## src/rtl/muldiv_unit_pkg.sv

```systemverilog
// Shared types for the RISC-V M-extension multiply/divide unit: operation
// encoding (equal to funct3), FSM states and operand-signedness helpers.
package muldiv_unit_pkg;

  localparam int MD_DATA_WIDTH = 32;

  typedef enum logic [2:0] {
    MD_MUL    = 3'd0,
    MD_MULH   = 3'd1,
    MD_MULHSU = 3'd2,
    MD_MULHU  = 3'd3,
    MD_DIV    = 3'd4,
    MD_DIVU   = 3'd5,
    MD_REM    = 3'd6,
    MD_REMU   = 3'd7
  } muldiv_op_e;

  typedef enum logic [1:0] {
    ST_IDLE = 2'd0,
    ST_CALC = 2'd1,
    ST_DONE = 2'd2
  } muldiv_state_e;

  function automatic logic is_mul_op(muldiv_op_e op);
    return !op[2];
  endfunction

  function automatic logic is_rem_op(muldiv_op_e op);
    return op[2] && op[1];
  endfunction

  // MUL is treated as signed x signed; its low half is sign-agnostic anyway.
  function automatic logic op1_signed(muldiv_op_e op);
    return (op != MD_MULHU) && (op != MD_DIVU) && (op != MD_REMU);
  endfunction

  function automatic logic op2_signed(muldiv_op_e op);
    return op1_signed(op) && (op != MD_MULHSU);
  endfunction

endpackage

```

## src/rtl/muldiv_unit_div_core.sv

```systemverilog
// Radix-2 restoring divider on unsigned magnitudes: one quotient bit per step.
// Exposes the next-step quotient/remainder so the caller can capture the final bit.
module div_core
  import muldiv_unit_pkg::*;
#(
  parameter int DATA_WIDTH = MD_DATA_WIDTH
) (
  input  logic                  clk_i,
  input  logic                  rst_i,
  input  logic                  init_i,
  input  logic                  step_i,
  input  logic [DATA_WIDTH-1:0] dividend_i,
  input  logic [DATA_WIDTH-1:0] divisor_i,
  output logic [DATA_WIDTH-1:0] quotient_next_o,
  output logic [DATA_WIDTH-1:0] remainder_next_o
);
  localparam int W = DATA_WIDTH;

  logic [W-1:0] quo_q, rem_q, dvs_q;
  logic [W:0]   shifted, diff;

  // A set top bit of diff means the trial subtraction borrowed: restore.
  assign shifted          = {rem_q, quo_q[W-1]};
  assign diff             = shifted - {1'b0, dvs_q};
  assign remainder_next_o = diff[W] ? shifted[W-1:0] : diff[W-1:0];
  assign quotient_next_o  = {quo_q[W-2:0], ~diff[W]};

  always_ff @(posedge clk_i) begin
    if (rst_i) begin
      quo_q <= '0;
      rem_q <= '0;
      dvs_q <= '0;
    end else if (init_i) begin
      quo_q <= dividend_i;
      rem_q <= '0;
      dvs_q <= divisor_i;
    end else if (step_i) begin
      quo_q <= quotient_next_o;
      rem_q <= remainder_next_o;
    end
  end

endmodule

```

## src/rtl/muldiv_unit.sv

```systemverilog
// Iterative RV32M multiply/divide unit with IDLE/CALC/DONE control.
// Define MULDIV_FAST_MUL_EN for single-cycle combinational MUL* ops.
module muldiv_unit
  import muldiv_unit_pkg::*;
#(
  parameter int DATA_WIDTH = MD_DATA_WIDTH
) (
  input  logic                  clk_i,
  input  logic                  rst_i,
  input  logic                  valid_i,
  input  logic                  flush_i,
  input  muldiv_op_e            op_i,
  input  logic [DATA_WIDTH-1:0] operand1_i,
  input  logic [DATA_WIDTH-1:0] operand2_i,
  output logic                  ready_o,
  output logic                  busy_o,
  output logic                  done_o,
  output logic [DATA_WIDTH-1:0] result_o
);
  localparam int W  = DATA_WIDTH;
  localparam int CW = $clog2(W);

  typedef logic [W-1:0]   word_t;
  typedef logic [2*W-1:0] dword_t;

  muldiv_state_e state_q, state_d;
  muldiv_op_e    op_q;
  logic          sign_quo_q, sign_rem_q;
  logic [CW-1:0] cnt_q;
  word_t         result_q;

  logic  accept, last_step, is_mul, is_rem, div_zero, div_ovf, special, single_cycle;
  logic  neg1, neg2;
  word_t mag1, mag2, special_res, single_res, calc_res, div_res, q_next, r_next;

  function automatic word_t mul_select(dword_t prod, logic neg, muldiv_op_e op);
    dword_t p;
    p = neg ? -prod : prod;
    return (op == MD_MUL) ? p[W-1:0] : p[2*W-1:W];
  endfunction

  assign ready_o   = (state_q == ST_IDLE);
  assign busy_o    = (state_q != ST_IDLE);
  assign done_o    = (state_q == ST_DONE) && !flush_i;
  assign result_o  = result_q;
  assign accept    = valid_i && ready_o && !flush_i;
  assign last_step = (cnt_q == CW'(W - 1));

  // Accept-time decode: magnitudes, result signs and divide special cases.
  assign is_mul      = is_mul_op(op_i);
  assign is_rem      = is_rem_op(op_i);
  assign neg1        = op1_signed(op_i) && operand1_i[W-1];
  assign neg2        = op2_signed(op_i) && operand2_i[W-1];
  assign mag1        = neg1 ? -operand1_i : operand1_i;
  assign mag2        = neg2 ? -operand2_i : operand2_i;
  assign div_zero    = (operand2_i == '0);
  assign div_ovf     = ((op_i == MD_DIV) || (op_i == MD_REM)) &&
                       (operand1_i == {1'b1, {(W-1){1'b0}}}) && (operand2_i == '1);
  assign special     = !is_mul && (div_zero || div_ovf);
  assign special_res = div_zero ? (is_rem ? operand1_i : '1)
                                : (is_rem ? '0 : operand1_i);

  div_core #(.DATA_WIDTH(W)) u_div_core (
    .clk_i            (clk_i),
    .rst_i            (rst_i),
    .init_i           (accept),
    .step_i           (state_q == ST_CALC),
    .dividend_i       (mag1),
    .divisor_i        (mag2),
    .quotient_next_o  (q_next),
    .remainder_next_o (r_next)
  );

  assign div_res = is_rem_op(op_q) ? (sign_rem_q ? -r_next : r_next)
                                   : (sign_quo_q ? -q_next : q_next);

`ifdef MULDIV_FAST_MUL_EN
  assign single_cycle = is_mul || special;
  assign single_res   = is_mul ? mul_select({{W{1'b0}}, mag1} * {{W{1'b0}}, mag2},
                                            neg1 ^ neg2, op_i)
                               : special_res;
  assign calc_res     = div_res;
`else
  dword_t     acc_q, acc_next;
  word_t      mcand_q;
  logic [W:0] mul_sum;

  // Shift-add: the low half starts as the multiplier and shifts out LSB-first.
  assign mul_sum  = {1'b0, acc_q[2*W-1:W]} + {1'b0, (acc_q[0] ? mcand_q : '0)};
  assign acc_next = {mul_sum, acc_q[W-1:1]};

  always_ff @(posedge clk_i) begin
    if (rst_i) begin
      acc_q   <= '0;
      mcand_q <= '0;
    end else if (accept) begin
      acc_q   <= {{W{1'b0}}, mag2};
      mcand_q <= mag1;
    end else if (state_q == ST_CALC) begin
      acc_q   <= acc_next;
    end
  end

  assign single_cycle = special;
  assign single_res   = special_res;
  assign calc_res     = is_mul_op(op_q) ? mul_select(acc_next, sign_quo_q, op_q) : div_res;
`endif

  // NOTE: state_d gets its default first so no path through this block infers a latch.
  always_comb begin
    state_d = state_q;
    unique case (state_q)
      ST_IDLE: if (accept) state_d = single_cycle ? ST_DONE : ST_CALC;
      ST_CALC: if (last_step) state_d = ST_DONE;
      ST_DONE: state_d = ST_IDLE;
      default: state_d = ST_IDLE;
    endcase
    if (flush_i) state_d = ST_IDLE;
  end

  // NOTE: non-blocking assignments keep every register reading pre-edge values.
  // NOTE: datapath registers are reset too, so result_o is defined from reset on.
  always_ff @(posedge clk_i) begin
    if (rst_i) begin
      state_q    <= ST_IDLE;
      cnt_q      <= '0;
      result_q   <= '0;
      op_q       <= MD_MUL;
      sign_quo_q <= 1'b0;
      sign_rem_q <= 1'b0;
    end else begin
      state_q <= state_d;
      if (flush_i) begin
        cnt_q <= '0;
      end else if (accept) begin
        cnt_q      <= '0;
        op_q       <= op_i;
        sign_quo_q <= neg1 ^ neg2;
        sign_rem_q <= neg1;
        if (single_cycle) result_q <= single_res;
      end else if (state_q == ST_CALC) begin
        cnt_q <= cnt_q + 1'b1;
        if (last_step) result_q <= calc_res;
      end
    end
  end

endmodule

```

## config.mk

```make
export PLATFORM = sky130hd
export DESIGN_NAME = muldiv_unit
export DESIGN_NICKNAME = d
export VERILOG_FILES = /design/src/rtl/muldiv_unit_pkg.sv /design/src/rtl/muldiv_unit_div_core.sv /design/src/rtl/muldiv_unit.sv
export SDC_FILE = /design/constraint.sdc
export NUM_CORES = 1
export LEC_CHECK = 0
export CORE_MARGIN = 5
export CORE_UTILIZATION = 56
export DETAILED_ROUTE_END_ITERATION = 8
export PLACE_DENSITY = 0.78
export SLEW_MARGIN = 20
export SYNTH_ARGS = -nofsm -noshare
export SYNTH_HDL_FRONTEND = slang
export SYNTH_HIERARCHICAL = 1
export SYNTH_SLANG_ARGS = --single-unit
```

## constraint.sdc

```tcl
create_clock -name clk_i -period 5.3 [get_ports clk_i]
set_input_delay 1.06 -clock clk_i [delete_from_list [all_inputs] [get_ports clk_i]]
set_output_delay 1.06 -clock clk_i [all_outputs]
set_load 0.005 [all_outputs]
```

==> results.json <==
{
  "ioPinCount": 106,
  "status": "complete, but fails checks",
  "min_from": "acc_q[52]",
  "utilization": 0.664,
  "h-tree-depth": 1,
  "maxSlewHeadroom": 0.226,
  "ant_nets": 0,
  "dp.cells": 3151,
  "synth_flop_cell": "dfxtp_1",
  "powerDensity_nw_per_um2": 281,
  "async_flop_share": 0,
  "avgSynthCellArea_sq_um": 7.42,
  "synth_seq_area_share": 0.242,
  "start_kind": "flop",
  "wire_per_inst_um": 23.9,
  "synth_top_area_share": 0.242,
  "syn_nets": 2779,
  "grt_pass1_wl_um": 115000,
  "drive_above_1_share": 0.122,
  "synth_most_common_cell": "nor2_1",
  "worstSetupEndpointType": "flop",
  "hold_viol": 0,
  "grt_max_degree": 85,
  "yosys-top-cells-count": "nor2_1 (311), nand2_1 (259), dfxtp_1 (236), a21oi_1 (230), o21ai_0 (172)",
  "finalWirelength_um": 76800,
  "finalPower_mw": 6.42,
  "hold_class": "flop to flop",
  "synthSimpleGateAreaFrac": 0.233,
  "dieArea_sq_um": 38700,
  "cts_buffers": 28,
  "fin_ws_ps": -75.5,
  "synth_edf_count": 0,
  "synth-xor-area-share": 0.0843,
  "finalMaxSlewViolations": 0,
  "skew_ps": 27.1,
  "synth.distinct_cells": 93,
  "n_fill_cell": 3001,
  "start_util": 0.567,
  "leakagePower_nw": 8.91,
  "synth_area_leaders": "dfxtp_1 (24%), nor2_1 (6.0%), a21oi_1 (5.9%), mux2i_1 (5.6%), nand2_1 (5.0%)",
  "ys_ff_latch": 236,
  "place.gp.congestion": 1.09,
  "synthCells": 2634,
  "die_width_um": 197,
  "fin_cells": 3216,
  "port_buffers": 105,
  "die_h_um": 197,
  "muxShareOfSynthArea": 0.0739,
  "num_rows": 68,
  "syn_area_sq_um": 19500,
  "yosys_warnings": 6,
  "clock_latency_ps": 590,
  "area_growth_pct": 17.1,
  "tns_ps": -75.5,
  "worst_pin_slew_ps": 1160,
  "period_needed_ps": 5380,
  "synth_top_cell_by_area": "dfxtp_1",
  "max_cap_violations": 0,
  "r2r-start": "u_div_core/dvs_q[28]",
  "worst-path-max-fanout": 8,
  "avgViaCountPerCell": 6.55,
  "fin_nets": 2883,
  "cts_root_buffer": "clkbuf_16",
  "synth_fa_ha_area_frac": 0.0497,
  "synth_top_family_by_area": "compound AO/OA/AOI/OAI gates",
  "rsz0062_at_grt": "true",
  "antenna_found_initial": 5,
  "cp-startpoint": "u_div_core/dvs_q[28]",
  "drc": 0,
  "crit_arrival_ps": 5820,
  "crit_type": "flop to flop",
  "gr-total-overflow": 0,
  "violations": "setup timing",
  "cts_tree": "done",
  "clock_sinks": 236,
  "drt_iter0_drc": 2257,
  "drtPass1Iterations": 6,
  "core_area_sq_um": 34500,
  "hpwlAfterDp_um": 59200,
  "finalCritPeriodShare": 1.01,
  "num_vias": 21100,
  "worstPathRequired_ps": 5740,
  "synth-compound-area-share": 0.255,
  "clkTransAtPathRegs_ps": 70,
  "finalSetupViolCount": 1,
  "track_usage": 0.377,
  "max_freq_ghz": 0.186,
  "ir_drop_v": 0.000265,
  "clockBufferDepth": 3,
  "grt_pass1_vias": 19500
}
==> path summary, 6_finish.rpt <==
kind / to / slack, ps / cells past startpoint
hold / removal: acc_q[52] / 460 / 2
setup reg to reg: result_o[29] / -80 / 22
setup / recovery: result_o[29] / -80 / 22
hold reg to reg: acc_q[52] / 460 / 2
==> worst max-delay path, stage by stage (launching register included) <==
cell and delay (ps):
dfxtp_1 340, inv_1 50, ha_1 340, a21o_1 240
a2111oi_4 360, o21bai_2 140, or2_1 250, o211ai_2 260
inv_4 110, buf_12 160, mux2_4 320, nor4_4 270
buf_4 160, nand3_4 70, or3_4 380, or2_4 240
or4_4 520, buf_4 190, o31ai_4 240, xnor2_1 100
o221a_2 300, a21oi_2 120, o22ai_1 80
==> cell families (layout without fill, tap and decap cells) <==
logic type               count (synthesis)  after routing
AND/OR/NAND/NOR                        953            953
AO/OA/AOI/OAI                          772            772
buffers and inverters                  274            398
flip-flops                             236            236
XOR/XNOR                               188            188
multiplexers                           134            134
adder cells (fa/ha/maj)                 77             77
other                                    0              3
==> cell type report <==
| type | instances | area [sq um] | share of cell area |
|---|---|---|---|
| flip-flops and latches | 236 | 4730 | 0.207 |
| inverters | 69 | 267 | 0.0116 |
| repair buffers | 279 | 2420 | 0.106 |
| diodes | 3 | 7.51 | 0.000328 |
| well taps | 455 | 569 | 0.0249 |
| clock inverters | 16 | 231 | 0.0101 |
| multi-input cells | 2124 | 13900 | 0.607 |
| clock buffers | 34 | 763 | 0.0334 |
==> placed cells by master (no fill, tap or decap), types with 12 or more instances in the layout <==
cell type,synthesis,final
or4_1,25,19
and2_1,49,49
nand2b_1,22,19
a31oi_1,17,17
clkdlybuf4s50_1,0,104
a22o_1,37,37
o21a_1,39,39
a211oi_1,40,38
o31ai_1,50,45
nand2_1,259,258
nand4_1,23,23
inv_1,65,64
o21ai_0,172,164
clkbuf_16,0,28
or2_2,13,12
and3_1,22,22
nor3_1,67,66
ha_1,72,69
a21oi_1,230,226
xnor2_1,100,100
dfxtp_1,236,229
mux2i_1,109,109
mux2_4,19,19
nor4_1,27,24
o211ai_1,29,29
a21o_1,22,22
buf_4,33,169
o41ai_1,14,13
xor2_1,88,88
or3_1,18,17
nand3_1,54,53
nor2_1,311,308
==> metrics by stage <==
stage               hold slack, ps  setup slack [ps]  instance area, sq um
detailed placement             452              -285                 21500
finish                         461             -75.5                 22900
floorplan                      441              3.61                 19500
global route                   482              -275                 22900
CTS                            462              17.6                 22700
global placement               448              -114                 21500
==> registers in the layout (all words and copies together) (netlist names), 3 cells and up <==
name and count:
u_div_core/quo_q 32, mcand_q 32, cnt_q 5, op_q 3
u_div_core/rem_q 32, result_o 32, u_div_core/dvs_q 32, acc_q 64
==> repair_timing <==
action                                  CTS  global route
gates cloned                              1             0
resized for setup                        26            38
pin swaps                                 9            30
setup buffers                             4             7
endpoints found under the setup margin    7            13
hold buffers                              0             0
==> power by group <==
part | switching, mW | internal (mW) | total, mW | leakage, nW
Sequential | 0.0899 | 1.85 | 1.94 | 1.92
Combinational | 1.39 | 0.974 | 2.36 | 6.51
Clock | 0.853 | 1.27 | 2.12 | 0.483
Total | 2.33 | 4.09 | 6.42 | 8.91
==> per-layer routing <==
layer | wire length (um) | up-vias | part of all wire | global-route usage
li1 | - | 9730 | - | -
met1 | 30400 | 9992 | 0.40 | 0.488
met2 | 34800 | 1130 | 0.45 | 0.615
met3 | 8060 | 222 | 0.10 | 0.0935
met4 | 3550 | 0 | 0.046 | 0.135
met5 | 0 | - | 0 | 0
Note: power is estimated with default switching activity, not from simulation.
